===== src/rtl/npc_decode_pkg.sv =====
// Shared definitions for the NPC decode LUT: micro-command field layout,
// default widths and the table entry record.
package npc_decode_pkg;

    localparam int PATTERN_LEN_DEF = 15;
    localparam int MICRO_LEN_DEF   = 14;

    // Single-bit flag positions inside the micro-command word
    localparam int REGEN = 13;
    localparam int PCJEN = 12;
    localparam int PCREN = 11;

    localparam logic [1:0] MWEN_NONE = 2'b00;
    localparam logic [1:0] MWEN_B    = 2'b01;
    localparam logic [1:0] MWEN_H    = 2'b10;
    localparam logic [1:0] MWEN_W    = 2'b11;

    localparam logic [1:0] MREN_NONE = 2'b00;
    localparam logic [1:0] MREN_B    = 2'b01;
    localparam logic [1:0] MREN_H    = 2'b10;
    localparam logic [1:0] MREN_W    = 2'b11;

    localparam logic [2:0] ALUOP_ADD = 3'd0;
    localparam logic [2:0] ALUOP_SUB = 3'd1;
    localparam logic [2:0] ALUOP_AND = 3'd2;
    localparam logic [2:0] ALUOP_OR  = 3'd3;
    localparam logic [2:0] ALUOP_XOR = 3'd4;
    localparam logic [2:0] ALUOP_SLT = 3'd5;
    localparam logic [2:0] ALUOP_SLL = 3'd6;
    localparam logic [2:0] ALUOP_SRL = 3'd7;

    localparam logic UNSIGN_N = 1'b0;
    localparam logic UNSIGN_Y = 1'b1;

    localparam logic [2:0] IMM_TYPE_R = 3'd0;
    localparam logic [2:0] IMM_TYPE_I = 3'd1;
    localparam logic [2:0] IMM_TYPE_S = 3'd2;
    localparam logic [2:0] IMM_TYPE_B = 3'd3;
    localparam logic [2:0] IMM_TYPE_J = 3'd4;
    localparam logic [2:0] IMM_TYPE_U = 3'd6;

    typedef struct packed {
        logic                       en;
        logic [PATTERN_LEN_DEF-1:0] pattern;
        logic [PATTERN_LEN_DEF-1:0] mask;
        logic [MICRO_LEN_DEF-1:0]   micro;
    } lut_entry_t;

    // Builds the compressed key from raw fields (opcode[1:0] is always 2'b11)
    function automatic logic [PATTERN_LEN_DEF-1:0] make_key(
        input logic [6:0] func7, input logic [2:0] func3, input logic [4:0] op5);
        return {func7, func3, op5};
    endfunction

endpackage


===== src/rtl/lut_priority_match.sv =====
// Masked compare of one key against every table entry, then a
// lowest-index-wins priority encode.
module lut_priority_match #(
    parameter int PATTERN_LEN = 15,
    parameter int ENTRY_NR    = 40,
    parameter int IDX_W       = $clog2(ENTRY_NR)
) (
    input  logic [PATTERN_LEN-1:0]               key,
    input  logic [ENTRY_NR-1:0]                  en,
    input  logic [ENTRY_NR-1:0][PATTERN_LEN-1:0] pattern,
    input  logic [ENTRY_NR-1:0][PATTERN_LEN-1:0] mask,
    output logic                                 hit,
    output logic [IDX_W-1:0]                     idx
);

    logic [ENTRY_NR-1:0] match;

    for (genvar i = 0; i < ENTRY_NR; i++) begin : g_cmp
        assign match[i] = en[i] && (((key ^ pattern[i]) & mask[i]) == '0);
    end

    // Scan high to low so the last assignment is the lowest matching index
    always_comb begin
        hit = |match;
        idx = '0;
        for (int i = ENTRY_NR - 1; i >= 0; i--) begin
            if (match[i]) idx = IDX_W'(i);
        end
    end

endmodule


===== src/rtl/decode_lut_stage.sv =====
// Programmable instruction-pattern decoder: table registers, one-deep
// valid/ready output register and a saturating illegal-key counter.
module decode_lut_stage
    import npc_decode_pkg::*;
#(
    parameter int PATTERN_LEN = PATTERN_LEN_DEF,
    parameter int MICRO_LEN   = MICRO_LEN_DEF,
    parameter int ENTRY_NR    = 40,
    parameter int IDX_W       = $clog2(ENTRY_NR),
    parameter int CNT_W       = 32
) (
    input  logic                   clk,
    input  logic                   rst,
    input  logic                   in_valid,
    output logic                   in_ready,
    input  logic [PATTERN_LEN-1:0] in_key,
    output logic                   out_valid,
    input  logic                   out_ready,
    output logic [MICRO_LEN-1:0]   out_micro,
    output logic                   out_hit,
    output logic [IDX_W-1:0]       out_idx,
    input  logic                   flush,
    input  logic                   cfg_we,
    input  logic [IDX_W-1:0]       cfg_idx,
    input  logic                   cfg_en,
    input  logic [PATTERN_LEN-1:0] cfg_pattern,
    input  logic [PATTERN_LEN-1:0] cfg_mask,
    input  logic [MICRO_LEN-1:0]   cfg_micro,
    output logic [CNT_W-1:0]       illegal_cnt
);

    logic [ENTRY_NR-1:0]                  en_q;
    logic [ENTRY_NR-1:0][PATTERN_LEN-1:0] pat_q;
    logic [ENTRY_NR-1:0][PATTERN_LEN-1:0] mask_q;
    logic [ENTRY_NR-1:0][MICRO_LEN-1:0]   micro_q;

    logic                 m_hit;
    logic [IDX_W-1:0]     m_idx;
    logic [MICRO_LEN-1:0] m_micro;
    logic                 accept;

    assign in_ready = !flush && (!out_valid || out_ready);
    assign accept   = in_valid && in_ready;

    // Lookup reads the registered table, so a same-cycle write is not visible
    lut_priority_match #(
        .PATTERN_LEN (PATTERN_LEN),
        .ENTRY_NR    (ENTRY_NR),
        .IDX_W       (IDX_W)
    ) u_match (
        .key     (in_key),
        .en      (en_q),
        .pattern (pat_q),
        .mask    (mask_q),
        .hit     (m_hit),
        .idx     (m_idx)
    );

    assign m_micro = m_hit ? micro_q[m_idx] : '0;

    always_ff @(posedge clk or posedge rst) begin
        if (rst) begin
            en_q    <= '0;
            pat_q   <= '0;
            mask_q  <= '0;
            micro_q <= '0;
        end else if (cfg_we && int'(cfg_idx) < ENTRY_NR) begin
            en_q[cfg_idx]    <= cfg_en;
            pat_q[cfg_idx]   <= cfg_pattern;
            mask_q[cfg_idx]  <= cfg_mask;
            micro_q[cfg_idx] <= cfg_micro;
        end
    end

    always_ff @(posedge clk or posedge rst) begin
        if (rst) begin
            out_valid <= 1'b0;
            out_hit   <= 1'b0;
            out_micro <= '0;
            out_idx   <= '0;
        end else if (flush) begin
            out_valid <= 1'b0;
        end else if (accept) begin
            out_valid <= 1'b1;
            out_hit   <= m_hit;
            out_micro <= m_micro;
            out_idx   <= m_idx;
        end else if (out_ready) begin
            out_valid <= 1'b0;
        end
    end

    always_ff @(posedge clk or posedge rst) begin
        if (rst) begin
            illegal_cnt <= '0;
        end else if (accept && !m_hit && illegal_cnt != '1) begin
            illegal_cnt <= illegal_cnt + 1'b1;
        end
    end

endmodule


===== config.mk =====
export PLATFORM = sky130hd
export DESIGN_NAME = decode_lut_stage
export DESIGN_NICKNAME = d
export VERILOG_FILES = /design/src/rtl/npc_decode_pkg.sv /design/src/rtl/lut_priority_match.sv /design/src/rtl/decode_lut_stage.sv
export SDC_FILE = /design/constraint.sdc
export NUM_CORES = 2
export LEC_CHECK = 0
export BUFFER_PORTS_ARGS = -buffer_cell sky130_fd_sc_hd__buf_2
export CAP_MARGIN = 40
export CORE_MARGIN = 3
export CORE_UTILIZATION = 40
export DETAILED_ROUTE_END_ITERATION = 7
export GPL_TIMING_DRIVEN = 0
export PLACE_DENSITY = 0.6
export RECOVER_POWER = 25
export SETUP_SLACK_MARGIN = 0.05
export SYNTH_ARGS = -nofsm -noshare
export SYNTH_HDL_FRONTEND = slang
export SYNTH_SLANG_ARGS = --single-unit

===== constraint.sdc =====
create_clock -name clk -period 78.5 [get_ports clk]
set_clock_uncertainty 0.1 [all_clocks]
set_input_delay 11.775 -clock clk [delete_from_list [all_inputs] [get_ports clk]]
set_output_delay 11.775 -clock clk [all_outputs]
set_load 0.01 [all_outputs]

Word level (Yosys, flattened, before mapping) --
Cells that the tools add are included.
Storage, ports and cells: bits in registers 1854
Cells by class: add/sub/neg operators 1, magnitude comparators 4, equal/unequal tests 1, multiplexer cells 56, bitwise logic cells 81, reductions and logical operators 93
Operator list (count):
- bitwise mux 600 bit | 2
- bitwise AND 15 bit | 40
- logical NOT 15 bit | 40
- XOR 15 bit | 40
- bitwise mux 560 bit | 1
- 2-to-1 mux 6 bit | 40
- demux 15 bit (select 6 bit) | 1
- binary-select mux 14 bit (select 6 bit) | 1
- demux 14 bit (select 6 bit) | 1
- logical AND 1 bit | 46
- 2-to-1 mux 14 bit | 3
- bitwise mux 40 bit | 1
- OR reduction 40 bit | 1
- adder 32 x 1 -> 32 bit (second input constant) | 1
- != test 32 bit (second input constant) | 1
- 2-to-1 mux 15 bit | 1
- < comparator 6 x 7 -> 1 bit (second input constant) | 2
- demux 1 bit (select 6 bit) | 1
- >= comparator 6 x 1 -> 1 bit (second input constant) | 1
- < comparator 6 bit (second input constant) | 1
- 2-to-1 mux 1 bit | 4
- logical NOT 1 bit | 3
- nonzero test 3 bit | 1
- AND reduction 2 bit | 1
- other kinds (2) | 2

Longest topological paths before layout --
depth in word-level cells 47, gate-level depth with buffers 19

By module --
Synthesis repeated with hierarchy kept, for this count alone.
Unflattened totals: cell total of the unflattened synthesis 5832, area total of the unflattened synthesis 84039.4 um^2
Modules (own cells, without submodules):
- decode_lut_stage | times used 1, cells each 4601, area each 74341.3 um^2, seq. area each 46394.5 um^2
- lut_priority_match | times used 1, cells each 1231, area each 9698.1 um^2, seq. area each 0.0 um^2

Worst setup path after synthesis --
No wires, ideal clock.
kind input-to-output, start point input port out_ready, end point output port in_ready, data arrival time 12.021 ns, data required time 66.625 ns, path slack 54.604 ns, cell stages on the path 2, cell sequence nor2b_1 -> nor2_1
Between the ends: cells in the longest elaborated chain, start to end 2
Ends and longest elaborated chain:
- from (decl) | RTL line decode_lut_stage.sv:18 | input logic out_ready,
- logical OR 1 bit | RTL line decode_lut_stage.sv:42 | assign in_ready = !flush && (!out_valid || out_ready);
- logical AND 1 bit | RTL line decode_lut_stage.sv:42
- to (decl) | RTL line decode_lut_stage.sv:15 | output logic in_ready,
No other way between the ends.

Worst setup path after layout --
Ends and elaborated chain as after synthesis.

==> flow_metrics.tcl <==
set metrics [dict create \
    cts_resized 0 \
    synth_top_flop_cell "dfrtp_1" \
    finish.net_count 6461 \
    clkSinkCount 1854 \
    drcViolationCount 0 \
    io_buffers 63 \
    path_class "primary input to primary output" \
    worst_pin_slew_ns 6.54 \
    p_clk_frac 0.335 \
    cts_made_buffers 195 \
    p_int_mw 1.94 \
    ant_nets 0 \
    power_frac_comb 0.255 \
    cts_root_buf "clkbuf_16" \
    synth_edf_count 0 \
    first_iter_violations 4515 \
    cpMostUsedCell "buf_2" \
    violations "max-capacitance violations, max-slew violations" \
    synth.cell_area_mm2 0.0836 \
    switching_power_mw 0.890 \
    max_cap_violations 10 \
    syn_inst 5940 \
    synth_cell_types 74 \
    worst_slack_ns 54.39 \
    initial_utilization 0.403 \
    path_cells "buf_2, nor2b_1, nor2_1, buf_2" \
    avgSynthCellArea_um2 14.1 \
    io_pins 127 \
    stdcell_count 9359 \
    worst-r2r-cell-count 14 \
    swShare 0.315 \
    crit_family "buffers and inverters" \
    synth_top_area_frac 0.555 \
    gr-total-overflow 0 \
    hold_end "out_idx[3]" \
    slew_headroom -3.36 \
    clock_path_buffers 3 \
    synth-seq-cells 1854 \
    yosysMostFrequentCell "dfrtp_1" \
    wirelength_mm 285 \
    fmax_mhz 41.5 \
    hpwl_mm 206 \
    gp_routability_congestion 0.872 \
    post-route-period-util 0.307 \
    crit_slowest_cell "nor2b_1" \
    p_leak_nw 45.8 \
    cp.arrival_ns 12.24 \
    yosys-top-cells-count "dfrtp_1, mux2_2, xor2_1" \
    r2r_slack_ns 73.07 \
    cp_max_fo 3 \
    area_delta_synth_final_pct 15.2 \
    critPathBufInv 2 \
    status "finished with violations" \
    antenna_found_initial 26 \
    layout_min_cycle_time_ns 24.11 \
    drive_above_1_share 0.398 \
    max_stage_delay_ns 0.14 \
    rsz0062_at_grt "false" \
    cts_hold_buf 0 \
    hold_viol_final 0 \
    timing.rr.end "out_micro[4]" \
    async_flop_share 1.00 \
    synth_seq_area_share 0.555 \
    p_seq_frac 0.410 \
    cts_htree_levels 4 \
    cts_setup_buffers 0 \
    vias_per_cell 5.70 \
    synthTopCellsByArea "dfrtp_1, mux2_2, xor2_1" \
    whs_ns 0.369 \
    dp_slack_ns 54.39 \
    min_from "out_idx[3]" \
    synth_fp_nets 6013 \
    path_clk_slew_ns 0.06 \
    tritoncts "yes" \
    die_y_um 463 \
    grt_pass1_vias 54700 \
    r2r-start "pat_q[403]" \
    grt_pass1_wl_mm 406 \
    critPathRequiredTime_ns 66.62 \
    row_count 167 \
    dieArea_mm2 0.215 \
    p_total_mw 2.83 \
    slew_violations 1062 \
    core_mm2 0.207 \
    vias 53400 \
    hold_path_class "register to register" \
    vdd_ir_drop_max_uv 27.0 \
    worstHoldPathCells 2 \
    clkLatencyLatePin_ns 0.85 \
    die_w_um 463 \
    dp_cells 8977 \
    yosys_warnings 0 \
    tns_ns 0 \
    drtPass1Iterations 6 \
    setup_viol 0 \
    grt_usage 0.263 \
    yosysTopAreaCell "dfrtp_1" \
    end_kind "primary output" \
    powerDensity_mw_per_mm2 29.4 \
    drt-wirelength-per-cell_um 30.5 \
    startpoint_type "primary input" \
    grt_max_degree 126 \
]
## sequential cells by signal, summed over array words and instances, names as in the netlist
name / count
out_micro: 14
out_valid: 1
en_q: 40
mask_q: 600
pat_q: 600
out_idx: 6
out_hit: 1
micro_q: 560
illegal_cnt: 32
## cell families (layout without fill, tap and decap cells)
| kind of cell | after synthesis | after routing | synth area share |
|---|---|---|---|
| xor gates and xnor gates | 631 | 631 | 0.0661 |
| adders and majority gates | 1 | 1 | 0.000150 |
| AOI/OAI and AO/OA | 467 | 467 | 0.0438 |
| buffers and inverters | 507 | 1113 | 0.0296 |
| DFF | 1854 | 1854 | 0.555 |
| other | 0 | 25 | 0 |
| and+or+nand+nor | 535 | 535 | 0.0332 |
| muxes | 1945 | 1945 | 0.273 |
## cells in the final DEF (no fill, tap or decap), types with 28 or more instances in the layout
cell type,count
dfrtp_1,1854
mux2_2,1815
xor2_1,606
clkbuf_1,422
a22oi_1,275
nand2_1,201
clkbuf_16,199
buf_6,117
buf_2,88
mux4_2,84
buf_8,72
nor2_1,65
nand4_1,63
buf_4,55
nand3_1,53
clkbuf_8,49
mux2i_1,45
clkinv_2,35
o211ai_1,28
## final cells by class
type                    instances  area, um2
well taps                    2788       3490
repair buffers                251       2630
clock buffers                 295       5830
plain buffers                 490       2410
flip-flops and latches       1854      46400
clock inverters                60        678
multi-input cells            3579      34800
fillers                     18400     111000
inverters                      17       65.1
diodes                         25       62.6
## power groups by stage
stage	logic, mW	registers, mW	clock network (mW)
3_5_place_dp	0.719	1.18	0
6_report	0.721	1.16	0.946
5_1_grt	0.763	1.17	1.00
4_1_cts	0.721	1.16	0.959
2_1_floorplan	0.470	1.16	0
3_3_place_gp	0.688	1.18	0
## through the flow
step | cell area, um2 | util
global placement | 87400 | 0.421
finish | 96300 | 0.464
CTS | 96500 | 0.465
floorplan | 83600 | -
global route | 96300 | 0.464
detailed placement | 90000 | 0.434
## worst min-delay path: cells and delay by family (launching register included)
family,cells,cell delay [ns]
AND/OR/NAND/NOR,2,0.10
flip-flops,1,0.34
## layer usage
metal  up-vias  share of wire  track usage  wire [um]
li1      22200              -            -          -
met1     28800           0.43        0.359     123000
met2      1834           0.45        0.409     129000
met3       573          0.072       0.0573      20500
met4         6          0.045        0.102      12700
met5         -        0.00014            0         39
## worst max-delay path by stage
stage / start / cells after the start / endpoint / slack (ns)
global placement: rst / 2 / pat_q[367] / -6.05
CTS: out_ready / 4 / in_ready / 54.38
finish: out_ready / 4 / in_ready / 54.39
floorplan: rst / 1 / en_q[0] / 14.28
global route: rst / 4 / mask_q[3] / 52.68
detailed placement: out_ready / 4 / in_ready / 54.39
No activity file was read; power rests on OpenSTA's default activity.
